===== src/rtl/taxi_eth_pkg.sv =====
// Shared Ethernet constants and the destination-filter state encoding.
package taxi_eth_pkg;

    localparam int          ETH_ALEN       = 6;
    localparam logic [47:0] ETH_BCAST_ADDR = 48'hFFFF_FFFF_FFFF;
    localparam int          ETH_MCAST_BIT  = 40;

    typedef enum logic [1:0] {
        HDR    = 2'd0,
        REPLAY = 2'd1,
        PASS   = 2'd2,
        DROP   = 2'd3
    } filt_state_t;

endpackage


===== src/rtl/taxi_axis_if.sv =====
// Minimal AXI-stream bundle; src drives data, snk drives tready.
interface taxi_axis_if #(
    parameter int DATA_W = 8,
    parameter int USER_W = 1
) ();

    logic [DATA_W-1:0] tdata;
    logic              tvalid;
    logic              tready;
    logic              tlast;
    logic [USER_W-1:0] tuser;

    modport src (output tdata, tvalid, tlast, tuser, input  tready);
    modport snk (input  tdata, tvalid, tlast, tuser, output tready);

endinterface


===== src/rtl/taxi_eth_addr_match.sv =====
// Combinational accept decision for a destination MAC against station config.
module taxi_eth_addr_match
    import taxi_eth_pkg::*;
(
    input  logic [47:0] i_addr,
    input  logic [47:0] i_mac_addr,
    input  logic        i_enable,
    input  logic        i_promisc,
    input  logic        i_bcast_en,
    input  logic        i_mcast_en,
    output logic        o_accept
);

    logic w_bcast;
    logic w_mcast;

    assign w_bcast = (i_addr == ETH_BCAST_ADDR);
    // Broadcast also has the group bit set; keep it out of the multicast class.
    assign w_mcast = i_addr[ETH_MCAST_BIT] & ~w_bcast;

    assign o_accept = i_enable & (i_promisc
                                | (i_addr == i_mac_addr)
                                | (i_bcast_en & w_bcast)
                                | (i_mcast_en & w_mcast));

endmodule


===== src/rtl/taxi_eth_rx_dst_filter.sv =====
// Holds the 6-byte destination header, decides accept/drop, then replays the
// header and streams the remainder, or swallows the whole frame.
module taxi_eth_rx_dst_filter
    import taxi_eth_pkg::*;
#(
    parameter int CNT_W  = 32,
    parameter int USER_W = 1
) (
    input  logic             clk,
    input  logic             rst,
    taxi_axis_if.snk         s_axis,
    taxi_axis_if.src         m_axis,
    input  logic             cfg_enable,
    input  logic [47:0]      cfg_mac_addr,
    input  logic             cfg_promisc,
    input  logic             cfg_bcast_en,
    input  logic             cfg_mcast_en,
    output logic             stat_accept,
    output logic             stat_drop,
    output logic             stat_runt,
    output logic [CNT_W-1:0] cnt_accept,
    output logic [CNT_W-1:0] cnt_drop
);

    filt_state_t       r_state, w_state_nxt;
    logic [2:0]        r_idx;
    logic [2:0]        r_ridx;
    logic [7:0]        r_hdr_data [ETH_ALEN];
    logic [USER_W-1:0] r_hdr_user [ETH_ALEN];
    logic              r_last6;

    logic              r_cfg_enable, r_cfg_promisc, r_cfg_bcast_en, r_cfg_mcast_en;
    logic [47:0]       r_cfg_mac_addr;

    logic              w_hdr_beat, w_runt, w_eval, w_accept, w_reject, w_rep_done;
    logic [47:0]       w_addr;

    assign w_hdr_beat = (r_state == HDR) & s_axis.tvalid;
    assign w_runt     = w_hdr_beat & s_axis.tlast & (r_idx != 3'd5);
    assign w_eval     = w_hdr_beat & (r_idx == 3'd5);
    assign w_reject   = w_eval & ~w_accept;
    assign w_rep_done = (r_state == REPLAY) & m_axis.tready & (r_ridx == 3'd5);

    assign w_addr = {r_hdr_data[0], r_hdr_data[1], r_hdr_data[2],
                     r_hdr_data[3], r_hdr_data[4], s_axis.tdata};

    taxi_eth_addr_match u_match (
        .i_addr     (w_addr),
        .i_mac_addr (r_cfg_mac_addr),
        .i_enable   (r_cfg_enable),
        .i_promisc  (r_cfg_promisc),
        .i_bcast_en (r_cfg_bcast_en),
        .i_mcast_en (r_cfg_mcast_en),
        .o_accept   (w_accept)
    );

    always_ff @(posedge clk) begin
        if (rst) begin
            r_state        <= HDR;
            r_idx          <= 3'd0;
            r_ridx         <= 3'd0;
            r_last6        <= 1'b0;
            r_cfg_enable   <= 1'b0;
            r_cfg_promisc  <= 1'b0;
            r_cfg_bcast_en <= 1'b0;
            r_cfg_mcast_en <= 1'b0;
            r_cfg_mac_addr <= '0;
            stat_accept    <= 1'b0;
            stat_drop      <= 1'b0;
            stat_runt      <= 1'b0;
            cnt_accept     <= '0;
            cnt_drop       <= '0;
        end else begin
            r_state     <= w_state_nxt;
            stat_accept <= w_rep_done;
            stat_drop   <= w_reject;
            stat_runt   <= w_runt;
            if (w_hdr_beat) begin
                r_hdr_data[r_idx] <= s_axis.tdata;
                r_hdr_user[r_idx] <= s_axis.tuser;
                // Config is frozen at byte 0 so a frame is judged by one setting.
                if (r_idx == 3'd0) begin
                    r_cfg_enable   <= cfg_enable;
                    r_cfg_promisc  <= cfg_promisc;
                    r_cfg_bcast_en <= cfg_bcast_en;
                    r_cfg_mcast_en <= cfg_mcast_en;
                    r_cfg_mac_addr <= cfg_mac_addr;
                end
                if (r_idx == 3'd5) r_last6 <= s_axis.tlast;
                r_idx <= (s_axis.tlast || r_idx == 3'd5) ? 3'd0 : r_idx + 3'd1;
            end
            if (r_state == REPLAY && m_axis.tready)
                r_ridx <= (r_ridx == 3'd5) ? 3'd0 : r_ridx + 3'd1;
            if (w_runt || w_reject) cnt_drop <= cnt_drop + 1'b1;
            if (w_rep_done)         cnt_accept <= cnt_accept + 1'b1;
        end
    end

    always_comb begin
        w_state_nxt = r_state;
        case (r_state)
            HDR: begin
                if (w_eval)
                    w_state_nxt = w_accept ? REPLAY : (s_axis.tlast ? HDR : DROP);
            end
            REPLAY: if (w_rep_done) w_state_nxt = r_last6 ? HDR : PASS;
            PASS:   if (s_axis.tvalid && m_axis.tready && s_axis.tlast) w_state_nxt = HDR;
            DROP:   if (s_axis.tvalid && s_axis.tlast) w_state_nxt = HDR;
            default: w_state_nxt = HDR;
        endcase
    end

    always_comb begin
        s_axis.tready = 1'b0;
        m_axis.tvalid = 1'b0;
        m_axis.tdata  = '0;
        m_axis.tlast  = 1'b0;
        m_axis.tuser  = '0;
        if (!rst) begin
            case (r_state)
                HDR, DROP: s_axis.tready = 1'b1;
                REPLAY: begin
                    m_axis.tvalid = 1'b1;
                    m_axis.tdata  = r_hdr_data[r_ridx];
                    m_axis.tuser  = r_hdr_user[r_ridx];
                    m_axis.tlast  = r_last6 & (r_ridx == 3'd5);
                end
                PASS: begin
                    m_axis.tvalid = s_axis.tvalid;
                    s_axis.tready = m_axis.tready;
                    m_axis.tdata  = s_axis.tdata;
                    m_axis.tuser  = s_axis.tuser;
                    m_axis.tlast  = s_axis.tlast;
                end
                default: ;
            endcase
        end
    end

endmodule


===== src/flat_wrapper.sv =====
// flat-port wrapper written by rule: the top's interface ports become plain ports
module taxi_eth_rx_dst_filter_flat import taxi_eth_pkg::*;
#(
    parameter int CNT_W  = 32,
    parameter int USER_W = 1
)
  (clk, rst, cfg_enable, cfg_mac_addr, cfg_promisc, cfg_bcast_en, cfg_mcast_en, stat_accept, stat_drop, stat_runt, cnt_accept, cnt_drop, s_axis_tdata, s_axis_tvalid, s_axis_tlast, s_axis_tuser, s_axis_tready, m_axis_tdata, m_axis_tvalid, m_axis_tlast, m_axis_tuser, m_axis_tready);
  taxi_axis_if #(.DATA_W(8), .USER_W(USER_W)) s_axis_i ();
  taxi_axis_if #(.DATA_W(8), .USER_W(USER_W)) m_axis_i ();
  input  logic clk;
  input  logic rst;
  input  logic cfg_enable;
  input  logic [47:0] cfg_mac_addr;
  input  logic cfg_promisc;
  input  logic cfg_bcast_en;
  input  logic cfg_mcast_en;
  output logic stat_accept;
  output logic stat_drop;
  output logic stat_runt;
  output logic [CNT_W-1:0] cnt_accept;
  output logic [CNT_W-1:0] cnt_drop;
  input wire logic [$bits(s_axis_i.tdata)-1:0] s_axis_tdata;
  input wire logic [$bits(s_axis_i.tvalid)-1:0] s_axis_tvalid;
  input wire logic [$bits(s_axis_i.tlast)-1:0] s_axis_tlast;
  input wire logic [$bits(s_axis_i.tuser)-1:0] s_axis_tuser;
  output wire logic [$bits(s_axis_i.tready)-1:0] s_axis_tready;
  output wire logic [$bits(m_axis_i.tdata)-1:0] m_axis_tdata;
  output wire logic [$bits(m_axis_i.tvalid)-1:0] m_axis_tvalid;
  output wire logic [$bits(m_axis_i.tlast)-1:0] m_axis_tlast;
  output wire logic [$bits(m_axis_i.tuser)-1:0] m_axis_tuser;
  input wire logic [$bits(m_axis_i.tready)-1:0] m_axis_tready;
  assign s_axis_i.tdata = s_axis_tdata;
  assign s_axis_i.tvalid = s_axis_tvalid;
  assign s_axis_i.tlast = s_axis_tlast;
  assign s_axis_i.tuser = s_axis_tuser;
  assign s_axis_tready = s_axis_i.tready;
  assign m_axis_tdata = m_axis_i.tdata;
  assign m_axis_tvalid = m_axis_i.tvalid;
  assign m_axis_tlast = m_axis_i.tlast;
  assign m_axis_tuser = m_axis_i.tuser;
  assign m_axis_i.tready = m_axis_tready;
  taxi_eth_rx_dst_filter #(.CNT_W(CNT_W), .USER_W(USER_W)) u_core (.clk(clk), .rst(rst), .s_axis(s_axis_i), .m_axis(m_axis_i), .cfg_enable(cfg_enable), .cfg_mac_addr(cfg_mac_addr), .cfg_promisc(cfg_promisc), .cfg_bcast_en(cfg_bcast_en), .cfg_mcast_en(cfg_mcast_en), .stat_accept(stat_accept), .stat_drop(stat_drop), .stat_runt(stat_runt), .cnt_accept(cnt_accept), .cnt_drop(cnt_drop));
endmodule

===== config.mk =====
export PLATFORM = sky130hd
export DESIGN_NAME = taxi_eth_rx_dst_filter_flat
export DESIGN_NICKNAME = d
export VERILOG_FILES = /design/src/rtl/taxi_eth_pkg.sv /design/src/rtl/taxi_axis_if.sv /design/src/rtl/taxi_eth_addr_match.sv /design/src/rtl/taxi_eth_rx_dst_filter.sv /design/src/flat_wrapper.sv
export SDC_FILE = /design/constraint.sdc
export NUM_CORES = 1
export LEC_CHECK = 0
export ABC_AREA = 0
export CAP_MARGIN = 20
export CORE_MARGIN = 1
export CORE_UTILIZATION = 40
export CTS_CLUSTER_SIZE = 40
export DETAILED_ROUTE_END_ITERATION = 16
export SLEW_MARGIN = 40
export SYNTH_ARGS = -nofsm -noshare
export SYNTH_HDL_FRONTEND = slang
export SYNTH_HIERARCHICAL = 1
export SYNTH_SLANG_ARGS = --single-unit
export TNS_END_PERCENT = 1

===== constraint.sdc =====
create_clock -name clk -period 7.1 [get_ports clk]
set_clock_uncertainty 0.15 [all_clocks]
set_input_delay 1.42 -clock clk [delete_from_list [all_inputs] [get_ports clk]]
set_output_delay 1.42 -clock clk [all_outputs]
set_load 0.01 [all_outputs]

==> Yosys cells after proc, flatten, opt, wreduce, memory -nomap -nowiden <==
Memories as Yosys holds them, arrays and structs flattened. A register that Yosys moved wholly into a read port is not among the register bits.
Index checks and enable logic that the tools add are counted.
{ "word_totals": {"register_bits": 128, "ramBits": 54, "input_bits": 66, "output_inout_bits": 79, "elab_cells": 88, "n_memories": 2} }
{ "classes": {"addsub": 4, "n_eq_ne": 12, "mux": 27, "bitwise": 17, "reduce_logical": 12} }
{ "memory_table": {"columns": ["name", "words", "width", "rd", "rd_ports_with_merged_regs", "write_ports", "line_no", "text"], "rows": [
  ["u_core.r_hdr_data", 6, 8, 6, 1, 1, "taxi_eth_rx_dst_filter.sv:28", "logic [7:0] r_hdr_data [ETH_ALEN];"],
  ["u_core.r_hdr_user", 6, 1, 1, 1, 1, "taxi_eth_rx_dst_filter.sv:29", "logic [USER_W-1:0] r_hdr_user [ETH_ALEN];"]
]} }
{ "ops": {"columns": ["op", "count"], "rows": [
  ["adder 32 x 1 -> 32 bit (second input constant)", 2],
  ["== test 48 bit", 1],
  ["== test 48 bit (second input constant)", 1],
  ["2-to-1 mux 3 bit", 6],
  ["case mux 8 bit (2 select lines)", 1],
  ["2-to-1 mux 2 bit", 7],
  ["bitwise AND 1 bit", 12],
  ["2-to-1 mux 8 bit", 1],
  ["!= test 2 x 1 -> 1 bit (second input constant)", 4],
  ["case mux 1 bit (2 select lines)", 4],
  ["case mux 2 bit (4 select lines)", 1],
  ["2-to-1 mux 1 bit", 7],
  ["adder 3 x 1 -> 3 bit (second input constant)", 2],
  ["== test 3 bit (second input constant)", 2],
  ["== test 2 bit (second input constant)", 2],
  ["logical AND 1 bit", 4],
  ["AND reduction 2 bit", 2],
  ["AND reduction 4 bit", 1],
  ["logical NOT 3 bit", 1],
  ["!= test 3 bit (second input constant)", 1],
  ["bitwise OR 1 bit", 3],
  ["== test 2 x 1 -> 1 bit (second input constant)", 1],
  ["logical NOT 2 bit", 1],
  ["logical OR 1 bit", 2],
  ["2 further kinds", 3]
]} }

==> Logic depth before layout (Yosys ltp) <==
Gate-level depths: netlist of the first run.
{ "logic_depth": {"depth_word": 9, "depth_mapped": 11, "depth_no_buf": 10} }

==> By module <==
Netlist of the first run, hierarchy kept.
{ "by_module_without_submodules": {"columns": ["module", "n_inst", "cells_per_inst", "area_each_um2", "seq_area_each_um2"], "rows": [
  ["taxi_eth_rx_dst_filter", 1, 814, 8330.5, 4724.5],
  ["taxi_eth_addr_match", 1, 85, 654.4, 0.0]
]} }

==> Worst setup path before layout of the first run <==
Ideal clock, no wire load.
{ "synth_path": {"path_kind": "input port to output port", "startpoint": "input port rst", "endpoint": "output port m_axis_tdata[2]", "t_arrival_ns": 2.276, "required_ns": 5.530, "setup_slack_ns": 3.254, "cell_stages": 2, "n_path_buf": 0, "path_cell_list": "nand3b_1 > o41ai_1"} }
{ "synth_via": {"elab_chain_cells": 1} }
{ "synth_lines": {"columns": ["item", "line_no", "text"], "rows": [
  ["start: declaration", "flat_wrapper.sv:11", "input logic rst;"],
  ["2-to-1 mux 8 bit", "taxi_eth_rx_dst_filter.sv:119", "if (!rst) begin"],
  ["end: declaration", "flat_wrapper.sv:27", "output wire logic [$bits(m_axis_i.tdata)-1:0] m_axis_tdata;"]
]} }
No other way between the ends.

==> Worst setup path after layout of the first run <==
{ "layout_path": {"startpoint": "input port rst", "endpoint": "output port m_axis_tdata[5]"} }
Same word-level chain as after synthesis.

==> results.yml, run 1 <==
global_route:
  grtUsageTotal_pct: 20.2
  antenna_found_initial: 1
  grt.overflow.total: 0
  grt_max_degree: 103
  grt_pass1_vias: 6894
  grt_pass1_wl_um: 37700
yosys:
  synth-edff-count: 70
  synth_flop_cell: "dfxtp_1"
  syn_nets: 975
  ys_ff_latch: 201
  syn_area_mm2: 0.00898
  ys_seq_area_share_pct: 52.6
  synth-async-reset-ratio_pct: 0
  synth_cell_types: 55
  yosys_warnings: 6
  syn_area_per_cell_um2: 9.99
  synth_cells: 899
clock_network:
  cts_tree: "built"
  clk_latency_ns: 0.50
  cts-resized-gates: 0
  clock_path_buffers: 3
  cts_setup_buffers: 0
  cts_root_buf: "clkbuf_16"
  hold_buffers: 0
  clock-sinks: 201
  clkTransAtPathRegs_ns: 0.05
  numCtsBuffers: 24
  h-tree-depth: 1
timing:
  setup_viol: 0
  fin_crit_ns: 4.94
  relSlewSlack_pct: 44.7
  timing.setup.tns_ns: 0
  tightest_slew_ns: 0.829
  finalCritPeriodShare_pct: 69.6
  hold_violations: 0
  clock.fmax_mhz: 202
  drv_slew: 0
  rsz0062_at_grt: "no"
layout:
  drive_gt1_share_pct: 8.54
  fillers: 2073
  finalInstanceArea_mm2: 0.0115
  area_growth_pct: 27.7
  final_common_cell: "nand2_1"
  final_cell_mix: "nand2_1, clkdlybuf4s50_1, dfxtp_1, xor2_1, a21oi_1"
  fin_nets: 1113
  antenna_cells: 0
drt:
  vias: 7040
  routed_via_density: 5.28
  totalWireLength_um: 23700
  wl_per_cell_um: 17.7
  drt-pass1-iter-count: 5
  ant_nets: 0
  drc: 0
  first_iter_violations: 507
die:
  io_pins: 145
  row_count: 54
  die_w_um: 152
  die_area_mm2: 0.0231
  fp.coreArea_mm2: 0.0219
  die_h_um: 152
  start_util_pct: 41.0
worst_setup_path:
  reg2reg_depth: 10
  worstSetupStartpointType: "input pin"
  endpoint_kind: "output pin"
  required_ns: 5.53
  worstSetupPathType: "input pin to output pin"
  cp_max_fo: 32
  cp.arrival_ns: 3.37
place:
  placed_cell_area_mm2: 0.0107
  numPortBuffers: 144
  routabilityCongestion: 0.866
  dp_hpwl_um: 16300
min_path:
  hp-class: "flop to flop"
  holdPathStages: 2
power_and_ir_drop:
  ir_worst_vdd_mv: 0.131
  p_per_area_mw_per_mm2: 254
  cellLeakagePower_uw: 0.00397
status:
  outcome: "finished clean"
flow_run:
  cap_violations: 0
==> per-layer routing <==
metal  up-vias  global-route usage [%]  routed length [µm]
met5         -                       0                  13
met4         2                    5.29                 572
met3        36                    5.16                1540
met2       196                    33.2               11100
met1      3345                    26.5               10400
li1       3461                       -                   -
==> worst paths after layout <==
kind / start / endpoint / slack (ns)
worst max-delay path: rst / m_axis_tdata[5] / 2.16
worst min-delay path: u_core/r_cfg_bcast_en$_SDFFE_PP0P_ / u_core/r_cfg_bcast_en$_SDFFE_PP0P_ / 0.32
worst max register to register: u_core/r_hdr_data[3][5]$_DFFE_PP_ / u_core/cnt_drop[28]$_SDFFE_PP0P_ / 3.94
worst min register to register: u_core/r_cfg_bcast_en$_SDFFE_PP0P_ / u_core/r_cfg_bcast_en$_SDFFE_PP0P_ / 0.32
==> logic make-up (layout without fill, tap and decap cells) <==
logic type	count (synthesis)	in the layout	synth area share (%)
buffers and inverters	52	207	2.45
DFF	201	201	52.6
AOI/OAI and AO/OA	120	120	7.62
adders and majority gates	10	10	1.39
muxes	24	24	4.09
xor gates and xnor gates	97	97	9.46
and+or+nand+nor	395	395	22.4
==> flip-flops by register name, indices dropped and copies added, names as in the netlist, 2 cells and up, named ones only <==
| register | flops |
|---|---|
| u_core/cnt_accept | 32 |
| u_core/cnt_drop | 32 |
| u_core/r_cfg_mac_addr | 48 |
| u_core/r_hdr_data | 64 |
| u_core/r_hdr_user | 6 |
| u_core/r_idx | 3 |
| u_core/r_ridx | 3 |
| u_core/r_state | 2 |
==> power by group <==
| part | switching [µW] | leakage (µW) | total, µW | internal, µW |
|---|---|---|---|---|
| combinational | 233 | 0.00190 | 400 | 167 |
| clock | 460 | 0.000372 | 1180 | 719 |
| sequential | 68.9 | 0.00170 | 1330 | 1260 |
==> synthesized netlist by cell type, drive strengths merged (10+ instances only) <==
cell    count  area, µm²
dfxtp     131       2620
or3        13       81.3
nor3       10       72.6
nand4      44        288
nor2       79        297
xnor2      13        114
o21ai      15       75.1
a21oi      75        379
mux2       12        135
and3       12       81.3
xor2       84        736
nor2b      11       68.8
edfxtp     70       2100
inv        12       45.0
buf        11       66.3
ha         10        125
clkbuf     29        109
nand2     147        554
nor4       23        193
nand3      31        178
==> worst max-delay path, cell delays in order <==
cell and delay, ns:
buf_4 0.22, nand3b_1 0.50, o41ai_1 0.60, clkdlybuf4s50_1 0.63
==> layout make-up <==
class	count	area (µm²)	area share [%]
clock buffer	41	757	6.60
clock inverter	2	12.5	0.109
tap	280	350	3.05
multi-input combinational	646	4080	35.5
timing repair buffer	152	1500	13.1
inverter	12	45.0	0.393
sequential	201	4730	41.2
==> through the flow <==
stage / hold slack, ns / instances / util, % / total power (µW) / setup slack (ns)
floorplan: 0.286 / 899 / - / 1600 / 3.25
global placement: 0.295 / 1290 / 48.7 / 1750 / 2.20
detailed placement: 0.308 / 1290 / 48.8 / 1760 / 2.12
CTS: 0.319 / 1333 / 52.3 / 2940 / 2.18
global route: 0.340 / 1334 / 52.4 / 3040 / 2.09
finish: 0.316 / 1334 / 52.4 / 2910 / 2.16
Power figures use the tool's default switching activity.
==> inputs of run 2 (changes only) <==
==> constraint.sdc (replaced) <==
create_clock -name clk -period 4.15 [get_ports clk]
set_clock_uncertainty 0.15 [all_clocks]
set_input_delay 0.83 -clock clk [delete_from_list [all_inputs] [get_ports clk]]
set_output_delay 0.83 -clock clk [all_outputs]
set_load 0.01 [all_outputs]
==> results.yml, run 2 (synthesis gave the netlist of run 1 again) <==
status:
  outcome: "finished clean"
clock_network:
  clock-sinks: 201
  numCtsBuffers: 22
  hold_buffers: 0
  cts_setup_buffers: 0
  cts-resized-gates: 0
  h-tree-depth: 1
  cts_tree: "built"
  clock_path_buffers: 3
  clk_latency_ns: 0.51
  cts_root_buf: "clkbuf_16"
  clkTransAtPathRegs_ns: 0.06
power_and_ir_drop:
  power.internal_uw: 3600
  switchingPower_uw: 1290
  p_clk_share_pct: 39.5
  combPwrFrac_pct: 14.1
  power_switching_share_pct: 26.3
  pwr-share-seq_pct: 46.4
  p_per_area_mw_per_mm2: 424
  total_power_uw: 4890
  cellLeakagePower_uw: 0.00405
  ir_worst_vdd_mv: 0.287
global_route:
  grtUsageTotal_pct: 20.2
  grt_pass1_wl_um: 37700
  met3_usage_pct: 4.76
  grt.overflow.total: 0
  grt_pass1_vias: 6931
  grt_busiest_layer: "met2"
  antenna_found_initial: 1
  grt_use_met1_pct: 26.2
  grt_max_degree: 76
  gr-usage-met2_pct: 33.2
timing:
  timing.setup.tns_ns: 0
  hold_violations: 0
  rsz0062_at_grt: "no"
  setup_ws_ns: 0.221
  fin_crit_ns: 3.93
  tightest_slew_ns: 0.782
  hold_slack_ns: 0.316
  relSlewSlack_pct: 47.9
  setup_viol: 0
  finalCritPeriodShare_pct: 94.7
  clock.fmax_mhz: 255
  drv_slew: 0
drt:
  totalWireLength_um: 23700
  wl_per_cell_um: 17.5
  vias: 7034
  drc: 0
  ant_nets: 0
  routed_via_density: 5.20
  first_iter_violations: 382
  drt-pass1-iter-count: 5
layout:
  antenna_cells: 0
  largest_reg_flops: 64
  biggestRegsByFlops: "u_core/r_hdr_data: 64 flops, u_core/r_cfg_mac_addr: 48 flops"
  fillers: 2035
  drive_gt1_share_pct: 9.42
  final_common_cell: "nand2_1"
  fin_nets: 1132
  final_cell_mix: "nand2_1, clkdlybuf4s50_1, dfxtp_1, xor2_1, nor2_1"
  top_register: "u_core/r_hdr_data"
  area_growth_pct: 28.5
worst_setup_path:
  cp.arrival_ns: 2.95
  endpoint_kind: "output pin"
  worstSetupStartpointType: "flop"
  required_ns: 3.17
  worstSetupPathType: "flop to output pin"
  r2r_setup_slack_ns: 1.14
  cp_max_fo: 9
place:
  dp_hpwl_um: 16600
  pre_cts_slack_ns: 0.307
  numPortBuffers: 144
  routabilityCongestion: 0.873
die:
  die_w_um: 152
  start_util_pct: 41.0
  fp.coreArea_mm2: 0.0219
  row_count: 54
  die_h_um: 152
  die_area_mm2: 0.0231
  io_pins: 145
flow_run:
  cap_violations: 0
min_path:
  hp-class: "flop to flop"
run 2: cell types whose count changed in the layout (fill, tap and decap cells not counted), moves of 2 or more:
cell       change
bufinv_16      +2
clkbuf_8       -4
buf_4         +22
clkinv_1       +4
clkbuf_16      -3
nor2_1         +8
nor2_2         -8
clkinv_2       +3
clkbuf_1       -6
run 2: stage by stage:
stage	instances	instance area [µm²]	utilization, %
final	1352	11500	52.7
after floorplan	899	8980	-
after CTS	1351	11500	52.7
after global placement	1311	10800	49.4
after global routing	1352	11500	52.7
after detailed placement	1311	10800	49.4
run 2: final cells by class:
class / instances / area [µm²] / share of cell area [%]
Multi-Input combinational cell: 646 / 4050 / 35.1
Sequential cell: 201 / 4730 / 40.9
Tap cell: 280 / 350 / 3.03
Timing Repair Buffer: 173 / 1660 / 14.3
Clock inverter: 12 / 111 / 0.965
Clock buffer: 28 / 604 / 5.23
Inverter: 12 / 45.0 / 0.390
run 2: power by group through the flow:
stage          clock [µW]  sequential [µW]  combinational, µW
2_1_floorplan           0             2260                466
3_3_place_gp            0             2310                692
3_5_place_dp            0             2310                692
4_1_cts              1980             2270                697
5_1_grt              2050             2290                767
6_report             1940             2270                688
run 2: final timing paths:
| check | startpoint | to | cells past startpoint |
|---|---|---|---|
| setup / recovery | u_core/r_state[0]$_SDFFE_PP0P_ | m_axis_tdata[5] | 5 |
| hold / removal | u_core/r_cfg_bcast_en$_SDFFE_PP0P_ | u_core/r_cfg_bcast_en$_SDFFE_PP0P_ | 2 |
| hold reg to reg | u_core/r_cfg_bcast_en$_SDFFE_PP0P_ | u_core/r_cfg_bcast_en$_SDFFE_PP0P_ | 2 |
| setup reg to reg | u_core/r_hdr_data[4][3]$_DFFE_PP_ | u_core/cnt_drop[31]$_SDFFE_PP0P_ | 10 |
run 2: critical path, cell delays in order, from the launching register on:
cell and delay, ns:
dfxtp_1 0.39, inv_1 0.10, ha_1 0.33, nand3b_1 0.35, o41ai_1 0.64, clkdlybuf4s50_1 0.64
run 2: metal layers:
layer / part of all wire [%] / vias to the layer above
met5: 0.055 / -
met4: 3.3 / 2
met3: 6.8 / 56
met2: 46 / 212
met1: 44 / 3260
li1: - / 3504
==> inputs of run 3 (changes only) <==
--- a/config.mk
+++ b/config.mk
@@ -9,7 +9,6 @@
 export CAP_MARGIN = 20
 export CORE_MARGIN = 1
 export CORE_UTILIZATION = 40
-export CTS_CLUSTER_SIZE = 40
 export DETAILED_ROUTE_END_ITERATION = 16
 export SLEW_MARGIN = 40
 export SYNTH_ARGS = -nofsm -noshare
==> results of run 3 <==
Final layout, timing and power as in run 2 (identical DEF).
